### src/rtl/i2s_tx.sv
// i2s_tx: I2S / left-justified stereo serialiser with sample FIFO.
// Ports:
//   clk, rst           system clock, synchronous active-high reset
//   enable, fmt        run enable; 0 = I2S, 1 = left-justified
//   s_valid/s_ready    stereo sample handshake, s_left/s_right data
//   fifo_level         occupied FIFO entries
//   underrun           pulse on a frame start with an empty FIFO
//   underrun_cnt       saturating underrun count
//   MCLK, BCLK, LRCLK, SDIN  codec-side clocks and data
// Build option: define I2S_TX_UNDERRUN_CNT_EN to implement the
// underrun counter; otherwise underrun_cnt is tied to 0.
module i2s_tx #(
  parameter int SAMPLE_W = 16,
  parameter int SLOT_W   = 32,
  parameter int BCLK_DIV = 4,
  parameter int MCLK_DIV = 1,
  parameter int FIFO_AW  = 3
) (
  input  logic                clk,
  input  logic                rst,
  input  logic                enable,
  input  logic                fmt,
  input  logic                s_valid,
  output logic                s_ready,
  input  logic [SAMPLE_W-1:0] s_left,
  input  logic [SAMPLE_W-1:0] s_right,
  output logic [FIFO_AW:0]    fifo_level,
  output logic                underrun,
  output logic [15:0]         underrun_cnt,
  output logic                MCLK,
  output logic                BCLK,
  output logic                LRCLK,
  output logic                SDIN
);

  localparam int DEPTH = 1 << FIFO_AW;
  localparam int FW    = 2 * SLOT_W;
  localparam int PAD   = SLOT_W - SAMPLE_W;
  localparam logic [6:0] BIT_MAX = 7'(FW - 1);
  localparam logic [6:0] SLOT_L  = 7'(SLOT_W);
  localparam logic [15:0] BDIV   = 16'(BCLK_DIV - 1);
  localparam logic [15:0] MDIV   = 16'(MCLK_DIV - 1);
  localparam logic [FIFO_AW:0] FULL_N = (FIFO_AW + 1)'(DEPTH);

  typedef enum logic {IDLE = 1'b0, RUN = 1'b1} state_t;

  state_t state;

  logic [2*SAMPLE_W-1:0] mem [DEPTH];
  logic [FIFO_AW-1:0]    wptr;
  logic [FIFO_AW-1:0]    rptr;
  logic                  full;
  logic                  empty;
  logic                  push;
  logic                  pop;

  logic [15:0]           mclk_cnt;
  logic [15:0]           div_cnt;
  logic [6:0]            bit_cnt;
  logic [FW-1:0]         sr;
  logic                  fmt_r;

  logic                  tick;
  logic                  fall;
  logic                  wrap;
  logic                  start;
  logic [2*SAMPLE_W-1:0] ld;
  logic [SLOT_W-1:0]     l_slot;
  logic [SLOT_W-1:0]     r_slot;
  logic [FW-1:0]         ld_sr;

  assign full    = fifo_level == FULL_N;
  assign empty   = fifo_level == '0;
  assign s_ready = !rst && !full;
  assign push    = s_valid && s_ready;

  assign tick  = (state == RUN) && (div_cnt == BDIV);
  assign fall  = tick && BCLK;
  assign wrap  = fall && (bit_cnt == BIT_MAX);
  assign start = enable && ((state == IDLE) || wrap);
  assign pop   = start && !empty;

  // Underrun frames shift out zeros; slots pad below the sample.
  assign ld     = empty ? '0 : mem[rptr];
  assign l_slot = SLOT_W'(ld[2*SAMPLE_W-1:SAMPLE_W]) << PAD;
  assign r_slot = SLOT_W'(ld[SAMPLE_W-1:0]) << PAD;
  assign ld_sr  = {l_slot, r_slot};

  always_ff @(posedge clk) begin
    if (push) mem[wptr] <= {s_left, s_right};
  end

  always_ff @(posedge clk) begin
    if (rst) begin
      wptr       <= '0;
      rptr       <= '0;
      fifo_level <= '0;
    end else begin
      if (push) wptr <= wptr + FIFO_AW'(1);
      if (pop)  rptr <= rptr + FIFO_AW'(1);
      case ({push, pop})
        2'b10:   fifo_level <= fifo_level + (FIFO_AW + 1)'(1);
        2'b01:   fifo_level <= fifo_level - (FIFO_AW + 1)'(1);
        default: ;
      endcase
    end
  end

  always_ff @(posedge clk) begin
    if (rst) begin
      mclk_cnt <= '0;
      MCLK     <= 1'b0;
    end else if (mclk_cnt == MDIV) begin
      mclk_cnt <= '0;
      MCLK     <= !MCLK;
    end else begin
      mclk_cnt <= mclk_cnt + 16'd1;
    end
  end

  // sr[FW-1] is always the left-justified bit of the current BCLK
  // period; I2S mode outputs it one period late, so the last bit of
  // a frame lands in bit 0 of the following frame.
  always_ff @(posedge clk) begin
    if (rst) begin
      state    <= IDLE;
      BCLK     <= 1'b0;
      LRCLK    <= 1'b0;
      SDIN     <= 1'b0;
      div_cnt  <= '0;
      bit_cnt  <= '0;
      sr       <= '0;
      fmt_r    <= 1'b0;
      underrun <= 1'b0;
    end else begin
      underrun <= start && empty;
      case (state)
        IDLE: begin
          BCLK    <= 1'b0;
          LRCLK   <= 1'b0;
          div_cnt <= '0;
          bit_cnt <= '0;
          if (enable) begin
            state <= RUN;
            sr    <= ld_sr;
            fmt_r <= fmt;
            SDIN  <= fmt ? ld_sr[FW-1] : sr[FW-1];
          end else begin
            sr   <= '0;
            SDIN <= 1'b0;
          end
        end
        RUN: begin
          if (!enable) begin
            state   <= IDLE;
            BCLK    <= 1'b0;
            LRCLK   <= 1'b0;
            SDIN    <= 1'b0;
            div_cnt <= '0;
            bit_cnt <= '0;
            sr      <= '0;
          end else begin
            div_cnt <= tick ? '0 : div_cnt + 16'd1;
            if (tick) BCLK <= !BCLK;
            if (wrap) begin
              bit_cnt <= '0;
              LRCLK   <= 1'b0;
              sr      <= ld_sr;
              fmt_r   <= fmt;
              SDIN    <= fmt ? ld_sr[FW-1] : sr[FW-1];
            end else if (fall) begin
              bit_cnt <= bit_cnt + 7'd1;
              LRCLK   <= (bit_cnt + 7'd1) >= SLOT_L;
              sr      <= {sr[FW-2:0], 1'b0};
              SDIN    <= fmt_r ? sr[FW-2] : sr[FW-1];
            end
          end
        end
        default: state <= IDLE;
      endcase
    end
  end

`ifdef I2S_TX_UNDERRUN_CNT_EN
  logic [15:0] ur_cnt;

  always_ff @(posedge clk) begin
    if (rst) begin
      ur_cnt <= '0;
    end else if (start && empty && (ur_cnt != 16'hFFFF)) begin
      ur_cnt <= ur_cnt + 16'd1;
    end
  end

  assign underrun_cnt = ur_cnt;
`else
  assign underrun_cnt = '0;
`endif

endmodule

### config.mk
export PLATFORM = sky130hd
export DESIGN_NAME = i2s_tx
export DESIGN_NICKNAME = d
export VERILOG_FILES = /design/src/rtl/i2s_tx.sv
export SDC_FILE = /design/constraint.sdc
export NUM_CORES = 1
export LEC_CHECK = 0
export BUFFER_PORTS_ARGS = -buffer_cell sky130_fd_sc_hd__buf_2
export CORE_ASPECT_RATIO = 0.75
export CORE_MARGIN = 10
export CORE_UTILIZATION = 40
export CTS_CLUSTER_DIAMETER = 60
export DETAILED_ROUTE_END_ITERATION = 8
export RECOVER_POWER = 50
export SKIP_CTS_REPAIR_TIMING = 1
export SYNTH_ARGS = -nofsm -noshare
export SYNTH_HDL_FRONTEND = slang
export SYNTH_SLANG_ARGS = --single-unit
### constraint.sdc
create_clock -name clk -period 4.5 [get_ports clk]
set_input_delay 0.225 -clock clk [delete_from_list [all_inputs] [get_ports clk]]
set_output_delay 0.225 -clock clk [all_outputs]
set_load 0.03 [all_outputs]
# Word level (Yosys, flattened, before mapping)
# Memories as Yosys holds them, arrays and structs flattened. A register that Yosys moved wholly into a read port is not among the register bits.
# Index checks and enable logic that the tools add are counted.
# Widths: inputs -> output; s select.
word_totals:
  word_cells: 90
  ramBits: 256
  reg_bits: 120
  in_bits: 37
  mem_count: 1
op_classes:
  order_cmp: 1
  n_addsub: 7
  bitwise: 1
  n_mux: 37
  reduce_logical: 19
  n_eq_ne: 10
memory_table:
  columns: ["name", "depth", "word_bits", "read_ports", "rd_ports_with_merged_regs", "write_ports", "line", "source"]
  rows:
  - ["mem", 8, 32, 1, 1, 1, "49", "logic [2*SAMPLE_W-1:0] mem [DEPTH];"]
ops:
  columns: ["cell", "n"]
  rows:
  - ["$mux 64", 4]
  - ["$pmux 64 s2", 1]
  - ["$add 16x1->16 const B", 2]
  - ["$mux 16", 2]
  - ["$mux 32", 1]
  - ["$pmux 16 s2", 1]
  - ["$mux 7", 3]
  - ["$mux 1", 17]
  - ["$eq 16x2->1 const B", 1]
  - ["$logic_not 16->1", 1]
  - ["$pmux 7 s2", 1]
  - ["$logic_and 1x1->1", 8]
  - ["$pmux 1 s2", 4]
  - ["$pmux 4 s2", 1]
  - ["$add 7x1->7 const B", 1]
  - ["$eq 7x6->1 const B", 1]
  - ["$ge 7x6->1 const B", 1]
  - ["$add 3x1->3 const B", 2]
  - ["$mux 3", 2]
  - ["$logic_not 1->1", 5]
  - ["$add 4x1->4 const B", 1]
  - ["$eq 4x4->1 const B", 1]
  - ["$logic_not 4->1", 1]
  - ["$ne 2x2->1 const B", 2]
  - ["11 further kinds", 11]

# Depth between registers and ports, before layout
# Gate-level depths: netlist (run 1).
logic_depth:
  ltp_word: 9
  mapped_depth: 13
  depth_no_buf: 12

# Least setup slack after synthesis (run 1)
# OpenSTA, ideal clock, no wires.
synth_timing:
  kind: "reg-to-reg"
  from: "reg fifo_level[1]"
  to: "mem mem[0][0] (netlist bit) (enable)"
  required_time_ns: 4.039
  setup_ns: 0.461
  setup_slack_ns: -0.300
  n_path_buf: 1
  arrival_time_ns: 4.339
  path_stages_with_launch: 7
  path_cell_list: "dfxtp_1 > clkbuf_1 > nor3_1 > a21oi_1 > nand2_1 > or2_2 > nor3_1"
synth_between:
  elab_chain_len: 6
synth_rtl:
  columns: ["item", "line", "source"]
  rows:
  - ["start, declared", "27", "output logic [FIFO_AW:0] fifo_level,"]
  - ["start signal, assigned", "102", "2'b10: fifo_level <= fifo_level + (FIFO_AW + 1)'(1);"]
  - ["start signal, assigned", "103", "2'b01: fifo_level <= fifo_level - (FIFO_AW + 1)'(1);"]
  - ["$eq 4x4->1", "72", "assign full = fifo_level == FULL_N;"]
  - ["$logic_not 1->1", "74", "assign s_ready = !rst && !full;"]
  - ["$logic_and 1x1->1", "74", null]
  - ["via s_ready", "24", "output logic s_ready,"]
  - ["$logic_and 1x1->1", "75", "assign push = s_valid && s_ready;"]
  - ["$mux 1", "90", "if (push) mem[wptr] <= {s_left, s_right};"]
  - ["$mux 1 (implied by the code)", "90", null]
  - ["end, declared", "49", null]
# The timed path passes the listed nets, and every way through them passes these cells.

# Worst setup path in the final report (run 1)
layout_timing:
  from: "reg div_cnt[0]"
  to: "reg sr[55]"
layout_between:
  elab_chain_len: 7
layout_rtl:
  columns: ["item", "line", "source"]
  rows:
  - ["start, declared", "58", "logic [15:0] div_cnt;"]
  - ["start signal, assigned", "163", "div_cnt <= tick ? '0 : div_cnt + 16'd1;"]
  - ["$eq 16x2->1 *", "77", "assign tick = (state == RUN) && (div_cnt == BDIV);"]
  - ["$logic_and 1x1->1 *", "77", null]
  - ["$logic_and 1x1->1 *", "78", "assign fall = tick && BCLK;"]
  - ["$logic_and 1x1->1", "79", "assign wrap = fall && (bit_cnt == BIT_MAX);"]
  - ["$mux 64", "165", "if (wrap) begin"]
  - ["$mux 64", "154", "if (!enable) begin"]
  - ["$pmux 64 s2", "137", "case (state)"]
  - ["end signal, assigned", "145", "sr <= ld_sr;"]
  - ["end signal, assigned", "168", "sr <= ld_sr;"]
  - ["end signal, assigned", "174", "sr <= {sr[FW-2:0], 1'b0};"]
  - ["end, declared", "60", "logic [FW-1:0] sr;"]
# Mark *: on every way between the ends. The rest lies on a longest branch, timed or not.
# A chain may end at the register's enable or synchronous reset.

==> flow_summary.json, run 1 <==
{
  "cap_violations": 0,
  "coreArea_um2": 34990,
  "grt-ovfl-total": 0,
  "synth_ff_type": "edfxtp_1",
  "path_max_fanout": 28,
  "holdPathStages": 3,
  "clock_latency_ps": 530,
  "root_buffer": "clkbuf_16",
  "cp.arrival_ps": 3790,
  "htreeDepth": 2,
  "ys_seq_area_share_pct": 68.76,
  "p_per_area_nw_per_um2": 458.7,
  "grt_pass1_vias": 7721,
  "drv_slew": 0,
  "layout_commonest_cell": "edfxtp_1",
  "worstSetupStartpointType": "flop",
  "synth_area_leader_cell": "edfxtp_1",
  "syn_inst": 933,
  "drt_iter0_drc": 549,
  "pre_cts_slack_ps": 1426,
  "setup_viol": 0,
  "rr_worst_depth": 6,
  "area_growth_pct": 15.01,
  "skew_ps": 19.27,
  "fin_crit_ps": 3361,
  "wl_per_cell_um": 18.68,
  "gp_congestion": 0.7471,
  "multiInputGateArea_um2": 4194,
  "synth-warning-count": 0,
  "clk_pin_slew_worst_paths_ps": 60,
  "final_hold_viol_count": 0,
  "fin_crit_sh_pct": 74.69,
  "synthTopCellsByArea": "edfxtp_1 (54%), dfxtp_1 (15%), mux4_2 (10%)",
  "mostFrequentLayoutCells": "edfxtp_1 (256), dfxtp_1 (104), nor2_1 (90), mux4_2 (64), clkbuf_1 (55)",
  "io_pins": 63,
  "crit_required_ps": 4930,
  "yosysUniqueCellTypes": 54,
  "worstSetupPathType": "flop to flop",
  "fmaxAchievable_mhz": 297.5,
  "grt_max_degree": 54,
  "synth_edf_count": 256,
  "dr.pass1.iters": 4,
  "hpwl_mm": 16.90,
  "die_area_um2": 43780,
  "grt_pass1_wl_mm": 44.35,
  "cts_made_buffers": 37,
  "synth_xor_area_share_pct": 2.205,
  "ys_ff_latch": 363,
  "final_nets": 1066,
  "crit_start": "div_cnt[0]",
  "synth_fa_ha_area_share_pct": 0.8752,
  "initial_core_util_pct": 40.86,
  "synthSimpleGateAreaFrac_pct": 8.953,
  "hold_start": "enable",
  "antenna_found_initial": 1,
  "synth.avg_cell_area_um2": 15.32,
  "cts_tree": "done",
  "rows": 59,
  "cp-end-kind": "flop",
  "ant_nets": 0,
  "fill_cells": 3050,
  "synthMuxAreaShare_pct": 10.59,
  "p_leak_nw": 5.220,
  "synth_top_area_share_pct": 53.77,
  "clk_path_buf_depth": 3,
  "final_layout_size_suffix_gt1_share_pct": 15.00,
  "async_reset_ff_share_pct": 0,
  "ir_worst_vdd_mv": 0.2613,
  "r2r_slack_ps": 1140,
  "drc": 0,
  "status": "finished clean",
  "synth_top_family_by_area": "multiplexers",
  "fp.dieW_um": 238.3,
  "synth_area_um2": 14300,
  "vias": 7768,
  "port_buffers": 46,
  "tightest_slew_ps": 1292,
  "timing.final.ws_setup_ps": 1139,
  "die_y_um": 183.7,
  "min_path_type": "input port to flop",
  "grt_setup_unrepaired": "no",
  "setup-tns-final_ps": 0,
  "cts_num_sinks": 363,
  "grt_usage_pct": 12.86,
  "regArea_um2": 9836,
  "drt-vias-per-instance": 5.161,
  "synth-compound-area-share_pct": 5.934,
  "r2r_start": "div_cnt[0]",
  "wl_mm": 28.11,
  "slew_headroom_pct": 13.86
}
-- synthesized netlist by cell type (10+ instances only) --
cell type	n
a211oi_1	29
a21oi_1	19
a22o_1	10
buf_2	10
buf_4	17
clkbuf_1	33
dfxtp_1	107
edfxtp_1	256
ha_1	10
inv_1	11
mux4_2	64
nand2_1	50
nand3_1	21
nor2_1	96
nor2b_1	29
nor3_1	12
o21ai_0	11
o31ai_1	28
xnor2_1	19
xor2_1	17
-- stage by stage --
step | hold slack, ps | area (um^2) | total power [W] | utilization (%) | std cells
after detailed placement | 438.5 | 15040 | 0.004703 | 42.98 | 1404
final | 6.991 | 16440 | 0.007541 | 46.99 | 1505
after global routing | 15.73 | 16440 | 0.007855 | 46.99 | 1505
after CTS | -66.75 | 16190 | 0.007616 | 46.27 | 1471
after floorplan | 323.9 | 14360 | 0.004488 | - | 948
after global placement | 432.3 | 15040 | 0.004695 | 42.98 | 1404
-- metal layers --
metal	routed length (um)	global-route usage, %
met1	13430	18.03
met2	12830	20.02
met3	1355	2.621
met4	490	3.453
met5	0	0
-- final cells by class --
type	count	area share (%)
antenna	1	0.01522
clock buffer	56	6.582
clock inverter	11	0.4338
inverter	11	0.2511
multi-input combinational	510	25.51
sequential	363	59.82
tap	457	3.478
timing repair buffer	96	3.911
-- where the power goes --
part           internal (W)  switching [W]
Sequential          0.00367       0.000123
Clock               0.00167        0.00123
Combinational      0.000417       0.000424
Total               0.00576        0.00178
-- flip-flops by register name (all words and copies together) (netlist names), named ones only --
signal / count
BCLK: 1
wptr: 3
fmt_r: 1
mclk_cnt: 16
LRCLK: 1
underrun: 1
fifo_level: 4
div_cnt: 16
bit_cnt: 7
SDIN: 1
MCLK: 1
mem: 256
sr: 48
state: 1
rptr: 3
-- path summary, 6_finish.rpt --
| check | end |
|---|---|
| min | fmt_r |
| min reg2reg | sr[17] |
| max reg2reg | sr[55] |
| max | sr[55] |
-- worst max-delay path, cell delays in order, from the launching register on --
cell	delay (ps)
dfxtp_1	370
ha_1	240
nor4b_1	470
and4_1	540
nand3_1	400
a211o_1	830
o31ai_1	400
-- logic make-up (layout without fill, tap and decap cells) --
family                   Yosys count  in the layout
flip-flops                       363            363
AND/OR/NAND/NOR                  259            259
AO/OA/AOI/OAI                    118            118
buffers and inverters             75            174
multiplexers                      71             71
XOR/XNOR                          36             36
adder cells (fa/ha/maj)           10             10
other                              1             17
(Power assumes the default switching activity.)
==> run 2, diff against run 1 <==
==> constraint.sdc (replaced) <==
create_clock -name clk -period 2.9 [get_ports clk]
set_input_delay 0.145 -clock clk [delete_from_list [all_inputs] [get_ports clk]]
set_output_delay 0.145 -clock clk [all_outputs]
set_load 0.03 [all_outputs]
==> flow_summary.json, run 2 (same netlist as run 1, synthesis figures left out) <==
{
  "worstSetupPathType": "flop to flop",
  "cp-end-kind": "flop",
  "wl_per_cell_um": 18.85,
  "worstReg2RegEnd": "fifo_level[3]",
  "p_per_area_nw_per_um2": 719.1,
  "ir_worst_vdd_mv": 0.3726,
  "io_pins": 63,
  "grt_max_degree": 60,
  "rows": 59,
  "hpwl_mm": 16.45,
  "fin_crit_sh_pct": 92.26,
  "grt_setup_unrepaired": "no",
  "busiest_layer": "met2",
  "setup_viol": 0,
  "initial_core_util_pct": 40.86,
  "grt_usage_pct": 13.14,
  "mostFrequentLayoutCells": "edfxtp_1 (256), dfxtp_1 (102), nor2_1 (89), mux4_2 (64), clkbuf_1 (56)",
  "dp_cells": 1413,
  "slowest_delay_ps": 370,
  "cp.depth": 11,
  "slew_headroom_pct": 34.09,
  "ant_nets": 0,
  "clk_path_buf_depth": 3,
  "dr.pass1.iters": 5,
  "root_buffer": "clkbuf_16",
  "clk_pin_slew_worst_paths_ps": 60,
  "fin_crit_ps": 2675,
  "pre_cts_slack_ps": 121.2,
  "setup-tns-final_ps": 0,
  "timing.final.ws_setup_ps": 224.6,
  "drt_iter0_drc": 587,
  "fmaxAchievable_mhz": 373.8,
  "grt_pass1_wl_mm": 45.48,
  "largestRegisters": "mem (256), sr (48)",
  "skew_ps": 19.34,
  "cts_num_sinks": 363,
  "final_nets": 1078,
  "utilization_pct": 47.97,
  "r2r_start": "div_cnt[0]",
  "final_layout_size_suffix_gt1_share_pct": 16.70,
  "p_leak_nw": 5.352,
  "cts_tree": "done",
  "critPathBufInv": 0,
  "grt_use_met1_pct": 18.39,
  "drt-vias-per-instance": 5.241,
  "cts_made_buffers": 37,
  "port_buffers": 46,
  "cap_violations": 0,
  "top_register": "mem",
  "die_y_um": 183.7,
  "clock_latency_ps": 540,
  "globalRouteMet2Util_pct": 20.30,
  "drv_slew": 0,
  "gp_congestion": 0.7834,
  "r2r_slack_ps": 220,
  "cp.arrival_ps": 3130,
  "met3_usage_pct": 2.846,
  "critical_path.top_delay_family": "simple AND/OR/NAND/NOR gates",
  "grt-ovfl-total": 0,
  "endpoint": "fifo_level[3]",
  "status": "finished clean",
  "path_max_fanout": 5,
  "path_cells": "ha_1 -> nor4b_4 -> and4_4 -> a31oi_4 -> nor2_2 -> ha_2 -> nor4bb_1 -> a21oi_1 -> o21a_1 -> or3_1 -> a21oi_1",
  "htreeDepth": 2,
  "cp_slowest_cell": "dfxtp_1",
  "antenna_found_initial": 1,
  "vias": 7956,
  "crit_top_cell": "a21oi_1",
  "die_area_um2": 43780,
  "grt_pass1_vias": 7909,
  "rr_worst_depth": 11,
  "wl_mm": 28.62,
  "layout.cells.non_filler": 1518,
  "worstSetupStartpointType": "flop",
  "crit_required_ps": 3360,
  "tightest_slew_ps": 979.6,
  "largest_reg_flops": 256,
  "final_hold_viol_count": 0,
  "crit_start": "div_cnt[0]",
  "fp.dieW_um": 238.3,
  "area_growth_pct": 17.41,
  "min_path_type": "input port to flop",
  "drc": 0,
  "layout_commonest_cell": "edfxtp_1",
  "coreArea_um2": 34990
}
-- run 2: cell types whose count changed in the layout (fill, tap and decap cells not counted), sizes merged --
cell / before / now
buf: 19 / 26
inv: 14 / 13
bufinv: 0 / 1
clkbuf: 100 / 107
dlygate4sd3: 33 / 36
clkinv: 8 / 4
-- run 2: worst min-delay path by stage --
stage	slack, ps	depth (start not counted)	from	endpoint
floorplan	240	0	s_right[0]	mem[0][0]
global placement	410	1	s_left[5]	mem[2][21]
detailed placement	420	1	s_right[3]	mem[3][3]
CTS	-150	1	s_right[13]	mem[1][13]
global route	60	3	enable	state
finish	20	3	enable	state
-- run 2: area by class of cell --
class / count / area (um^2)
Fill cell: 3006 / 18210
Sequential cell: 363 / 9838
Multi-Input combinational cell: 510 / 4233
Clock buffer: 61 / 1171
Timing Repair Buffer: 108 / 839.6
Tap cell: 457 / 571.8
Clock inverter: 7 / 87.58
Inverter: 11 / 41.29
Antenna cell: 1 / 2.502
-- run 2: where the power goes --
group / switching [W] / internal, W / leakage, nW
sequential: 0.000133 / 0.00570 / 3.18
clock: 0.00194 / 0.00287 / 0.618
combinational: 0.000732 / 0.000688 / 1.55
-- run 2: worst reg2reg max path, delay by kind of cell, from the launching register on --
family / cells / cell delay [ps]
and+or+nand+nor: 5 / 1310
AOI/OAI and AO/OA: 4 / 490
adders and majority gates: 2 / 450
DFF: 1 / 370
-- run 2: per-layer routing --
layer  up-vias  share of wire [%]
met5         -                  0
met4         0                1.8
met3        42                4.4
met2       158                 45
met1      4014                 48
li1       3742                  -
-- run 2: through the flow --
step           power [W]  hold WS, ps  instance area [um^2]
6_report         0.01207        21.21                 16780
5_1_grt          0.01259        56.13                 16780
4_1_cts          0.01221       -150.2                 16510
3_5_place_dp    0.007362        420.4                 15250
3_3_place_gp    0.007347        413.8                 15250
2_1_floorplan   0.006980        243.9                 14420
